--- config.mk ---
export PLATFORM = sky130hd
export DESIGN_NAME = pipe_scroller
export DESIGN_NICKNAME = d
export VERILOG_FILES = /design/src/rtl/pipe_scroller.sv
export SDC_FILE = /design/constraint.sdc
export NUM_CORES = 1
export LEC_CHECK = 0
export ABC_AREA = 1
export BUFFER_PORTS_ARGS = -buffer_cell sky130_fd_sc_hd__buf_2
export CORE_ASPECT_RATIO = 0.5
export CORE_UTILIZATION = 65
export CTS_BUF_LIST = sky130_fd_sc_hd__clkbuf_4 sky130_fd_sc_hd__clkbuf_8
export DETAILED_ROUTE_END_ITERATION = 8
export PLACE_DENSITY = 0.83
export SYNTH_ARGS = -nofsm -noshare
export SYNTH_HDL_FRONTEND = slang
export SYNTH_SLANG_ARGS = --single-unit
--- constraint.sdc ---
create_clock -name clk -period 2.7 [get_ports clk]
set_clock_uncertainty 0.1 [all_clocks]
set_input_delay 0 -clock clk [delete_from_list [all_inputs] [get_ports clk]]
set_output_delay 0 -clock clk [all_outputs]
set_load 0.01 [all_outputs]
--- src/rtl/pipe_scroller.sv ---
// Scrolling pipe playfield with LFSR gap generation, programmable step tick,
// bird collision check on column 0, pipe score and a registered read port.
module pipe_scroller #(
  parameter int          N_COLS       = 80,
  parameter int          H_W          = 7,
  parameter int          MAX_H        = 80,
  parameter int          GAP          = 20,
  parameter int          PIPE_SPACING = 16,
  parameter logic [15:0] LFSR_SEED    = 16'hACE1,
  localparam int         CW           = $clog2(N_COLS)
) (
  input  logic           clk,
  input  logic           resetn,
  input  logic           start,
  input  logic           run,
  input  logic [27:0]    tick_rate,
  input  logic [H_W-1:0] bird_h,
  input  logic [CW-1:0]  rd_col,
  output logic           rd_pipe,
  output logic [H_W-1:0] rd_gap_lo,
  output logic           step_pulse,
  output logic           collide,
  output logic           running,
  output logic [15:0]    score,
  output logic [1:0]     state_dbg
);

  localparam int             SW        = (PIPE_SPACING > 1) ? $clog2(PIPE_SPACING) : 1;
  localparam logic [CW-1:0]  LAST_COL  = CW'(N_COLS - 1);
  localparam logic [SW-1:0]  SP_LAST   = SW'(PIPE_SPACING - 1);
  localparam logic [H_W:0]   GAP_RANGE = (H_W+1)'(MAX_H - GAP - 1);
  localparam logic [H_W:0]   GAP_SPAN  = (H_W+1)'(GAP - 1);
  localparam logic [H_W:0]   MAX_X     = (H_W+1)'(MAX_H);
  localparam logic [H_W:0]   ONE_X     = (H_W+1)'(1);

  typedef enum logic [1:0] {
    S_IDLE  = 2'd0,
    S_RUN   = 2'd1,
    S_CHECK = 2'd2,
    S_DEAD  = 2'd3
  } state_t;

  state_t           state, state_nxt;
  logic             col_pipe [N_COLS];
  logic [H_W-1:0]   col_gap  [N_COLS];
  logic [27:0]      tick_cnt;
  logic [SW-1:0]    spacing_cnt;
  logic [15:0]      lfsr;
  logic             step;
  logic             hit;
  logic [H_W:0]     bird_x;
  logic [H_W:0]     gap_x;
  logic [H_W-1:0]   gap_new;

  always_comb begin
    step    = (state == S_RUN) && run && (tick_cnt == 28'd0) && !start;
    bird_x  = {1'b0, bird_h};
    gap_x   = {1'b0, col_gap[0]};
    hit     = (bird_x == '0) || (bird_x >= MAX_X) ||
              (col_pipe[0] && ((bird_x < gap_x) || (bird_x > gap_x + GAP_SPAN)));
    // Folding by the range keeps every gap inside 1..MAX_H-GAP-1 for any LFSR value.
    gap_new = H_W'(({1'b0, lfsr[H_W-1:0]} % GAP_RANGE) + ONE_X);
  end

  always_comb begin
    state_nxt = state;
    if (start) begin
      state_nxt = S_RUN;
    end else begin
      unique case (state)
        S_RUN:   if (step) state_nxt = S_CHECK;
        S_CHECK: state_nxt = hit ? S_DEAD : S_RUN;
        default: state_nxt = state;
      endcase
    end
  end

  assign step_pulse = step;
  assign running    = (state == S_RUN) || (state == S_CHECK);
  assign state_dbg  = state;

  always_ff @(posedge clk or negedge resetn) begin
    if (!resetn) state <= S_IDLE;
    else         state <= state_nxt;
  end

  always_ff @(posedge clk or negedge resetn) begin
    if (!resetn) begin
      for (int i = 0; i < N_COLS; i++) begin
        col_pipe[i] <= 1'b0;
        col_gap[i]  <= '0;
      end
      tick_cnt    <= '0;
      spacing_cnt <= '0;
      lfsr        <= LFSR_SEED;
      score       <= '0;
      collide     <= 1'b0;
      rd_pipe     <= 1'b0;
      rd_gap_lo   <= '0;
    end else begin
      if (rd_col <= LAST_COL) begin
        rd_pipe   <= col_pipe[rd_col];
        rd_gap_lo <= col_gap[rd_col];
      end else begin
        rd_pipe   <= 1'b0;
        rd_gap_lo <= '0;
      end

      if (start) begin
        for (int i = 0; i < N_COLS; i++) begin
          col_pipe[i] <= 1'b0;
          col_gap[i]  <= '0;
        end
        score       <= '0;
        collide     <= 1'b0;
        spacing_cnt <= '0;
        tick_cnt    <= tick_rate;
      end else begin
        if (step) begin
          for (int i = 0; i < N_COLS - 1; i++) begin
            col_pipe[i] <= col_pipe[i+1];
            col_gap[i]  <= col_gap[i+1];
          end
          col_pipe[N_COLS-1] <= (spacing_cnt == '0);
          col_gap[N_COLS-1]  <= (spacing_cnt == '0) ? gap_new : '0;
          spacing_cnt        <= (spacing_cnt == SP_LAST) ? '0 : spacing_cnt + 1'b1;
          lfsr               <= {1'b0, lfsr[15:1]} ^ (lfsr[0] ? 16'hB400 : 16'h0000);
          if (col_pipe[0] && (score != 16'hFFFF)) score <= score + 16'd1;
          tick_cnt           <= tick_rate;
        end else if (running && run && (tick_cnt != 28'd0)) begin
          // CHECK counts too, so a full period is tick_rate+1 cycles.
          tick_cnt <= tick_cnt - 28'd1;
        end
        if ((state == S_CHECK) && hit) collide <= 1'b1;
      end
    end
  end

endmodule

==> results.py <==
metrics = {
    "routing": {
        "drt_pre_antenna_iters": 6,
        "ant_nets": 0,
        "drcViolationCount": 0,
        "wl_per_cell_um": 19.3,
        "drt-initial-drc-count": 3965,
        "via_count": 29300,
        "vias_per_cell": 6.29,
        "wirelength_mm": 89.7,
    },
    "critical_path": {
        "startpoint": "tick_cnt[8]$_DFFE_PN0P_",
        "r2r_slack_ns": 0.009,
        "arrival_ns": 3.20,
        "cp-end-kind": "flop",
        "r2r-start": "tick_cnt[8]$_DFFE_PN0P_",
        "path_class": "reg2reg",
        "critical_path.startpoint_type": "flop",
        "cp_max_fo": 28,
        "cp.required_ns": 3.21,
        "r2r-end": "tick_cnt[20]$_DFFE_PN0P_",
        "r2r_cells": 11,
    },
    "timing": {
        "maxSlewViolCount": 0,
        "hold_violations": 0,
        "whs_ns": 0.0208,
        "rsz0062_at_grt": "true",
        "max-slew-margin-rel_pct": 60.8,
        "fin_crit_sh_pct": 99.7,
        "tightest_slew_ns": 0.584,
        "fmax_ghz": 0.372,
        "post-route-min-period_ns": 2.69,
        "worst_slack_ns": 0.00902,
        "finalSetupViolCount": 0,
    },
    "finish": {
        "multi_input_area_mm2": 0.0116,
        "fillers": 3258,
        "regArea_mm2": 0.0179,
        "layoutNonFillerInstCount": 4657,
        "layout-area-overhead-vs-synth_pct": 12.5,
        "drive_gt1_share_pct": 12.2,
        "fin_util_pct": 74.9,
        "layout.nets": 3960,
    },
    "synthesis": {
        "synth.avg_cell_area_um2": 8.89,
        "ys_ff_latch": 715,
        "synth_edf_count": 0,
        "ys_types": 48,
        "synth_seq_area_share_pct": 53.0,
        "netlist_area_mm2": 0.0338,
        "yosys_warnings": 0,
        "ys.flop_type": "dfrtp_1",
        "synth_nets": 3866,
        "synth_cells": 3796,
        "async_flop_share_pct": 100,
    },
    "power": {
        "power_leakage_nw": 16.3,
        "power_density_mw_per_mm2": 604,
        "total_power_w": 0.0229,
        "max-vdd-ir-drop_mv": 0.527,
    },
    "clocking": {
        "clock_latency_ns": 0.69,
        "root_buffer": "clkbuf_8",
        "ctsLongestPathBuffers": 3,
        "cts_htree_levels": 3,
        "cts_buffers": 99,
        "cts.sinks": 715,
        "clk_pin_slew_ns": 0.07,
        "cts_tree": "yes",
    },
    "die": {
        "start_util_pct": 66.5,
        "rows": 58,
        "core-area_mm2": 0.0507,
        "die_w_um": 324,
        "die_area_mm2": 0.0529,
        "fp.dieH_um": 163,
        "io-pin-count": 75,
    },
    "placed_design": {
        "dp_slack_ns": -0.0676,
        "globalplace.congestion": 0.876,
        "port_buffers": 74,
        "dp_cells": 4377,
        "hpwl_mm": 49.2,
    },
    "global_routing": {
        "antenna_found_initial": 1,
        "grt_use_met3_pct": 6.15,
        "grt_use_total_pct": 33.6,
        "overflow": 0,
        "use_met2_pct": 52.8,
        "grt_use_met1_pct": 46.7,
        "grt_max_degree": 113,
        "grt_pass1_wl_mm": 143,
        "top_usage_layer": "met2",
        "grt_pass1_vias": 28300,
    },
    "run_status": {
        "status": "finished clean",
    },
    "flow_run": {
        "max_cap_violations": 0,
    },
    "hold_path": {
        "hp-class": "in2reg",
        "holdPathEnd": "tick_cnt[27]$_DFFE_PN0P_",
        "worstHoldStart": "tick_rate[27]",
        "hold_depth": 4,
    },
}
report_power, final:
part	internal, W	leakage [nW]	total (W)	switching [W]
sequential	0.0109	9.88	0.0111	0.000189
combinational	0.000877	5.24	0.00271	0.00184
clock	0.00503	1.16	0.00915	0.00412
total	0.0168	16.3	0.0229	0.00615
cell usage in the layout, fill, tap and decap left out, types with 39 or more instances in the layout:
cell / count
nand2_1: 272
a21oi_1: 315
buf_4: 88
nor2_1: 72
buf_12: 39
dlygate4sd3_1: 67
clkbuf_8: 126
o22ai_1: 659
dfrtp_1: 706
o21ai_0: 368
nand3_1: 167
buf_2: 70
inv_1: 694
clkbuf_4: 40
cell type report:
class,count,share of cell area (%)
flip-flops and latches,715,47.1
multi-input cells,2077,30.6
inverters,721,7.24
repair buffers,276,7.04
clock buffers,166,5.36
well taps,690,2.27
clock inverters,11,0.386
diodes,1,0.00659
how the worst max path moves through the flow:
stage,to,cells after the start
finish,tick_cnt[20]$_DFFE_PN0P_,11
CTS,col_gap[2]$_DFFE_PN0P_,18
detailed placement,col_gap[6]$_DFFE_PN0P_,20
global route,col_gap[5]$_DFFE_PN0P_,19
global placement,col_gap[6]$_DFFE_PN0P_,20
floorplan,col_gap[4]$_DFFE_PN0P_,19
worst max-delay path, cell delays in order (launching register included):
cell           delay (ns)
dfrtp_2              0.47
inv_2                0.10
nand2_2              0.11
nor2_4               0.16
nand2_2              0.10
nor4_2               0.26
nand2_1              0.17
nand2_8              0.13
buf_16               0.25
a22oi_1              0.09
dlygate4sd3_1        0.57
o21ai_0              0.09
routing by layer:
metal	share of wire, %	wire length [um]	vias up
li1	-	-	13200
met1	41	36400	14100
met5	0	0	-
met2	46	41600	1623
met4	3.7	3360	0
met3	9.2	8300	315
metrics by stage:
step	TNS (ns)	area, um^2
2_1_floorplan	0	33800
3_3_place_gp	0	34600
3_5_place_dp	-0.144	34600
4_1_cts	0	37600
5_1_grt	-0.604	38000
6_report	0	38000
synthesized netlist by cell type, drive strengths merged, types with 5 or more instances:
cell type	number	area, um^2
nand4	22	144
nand2	293	1150
o21ai	381	1910
dfstp	8	210
a311oi	5	43.8
a31oi	11	68.8
dfrtp	707	17700
xnor2	6	52.6
nor2	91	414
o211ai	5	37.5
inv	717	2690
nand3	174	898
o221ai	11	96.3
nor3	15	75.1
a21oi	318	1590
o22ai	661	4140
a22oi	7	52.6
clkbuf	76	285
ha	24	300
o31ai	5	37.5
xor2	28	245
buf	208	1450
state kept, by name (all words and copies together) (netlist names):
| register | flops |
|---|---|
| spacing_cnt | 4 |
| col_gap | 560 |
| tick_cnt | 28 |
| lfsr | 16 |
| collide | 1 |
| col_pipe | 80 |
| rd_pipe | 1 |
| score | 16 |
| state_dbg | 2 |
| rd_gap_lo | 7 |
kinds of logic after synthesis:
group                    count (synthesis)  synth area share (%)
buffers and inverters                 1005                  13.2
adder cells (fa/ha/maj)                 24                 0.890
AND/OR/NAND/NOR                        602                  8.07
flip-flops                             715                  53.0
AO/OA/AOI/OAI                         1416                  23.9
XOR/XNOR                                34                 0.882
repair_timing:
item	in CTS	in global routing
endpoints found under the hold margin	788	0
gates cloned	1	2
hold buffers	68	0
pin swaps	6	24
resized for setup	12	48
endpoints found under the setup margin	4	217
buffers inserted	7	24
No activity file was read; power rests on OpenSTA's default activity.
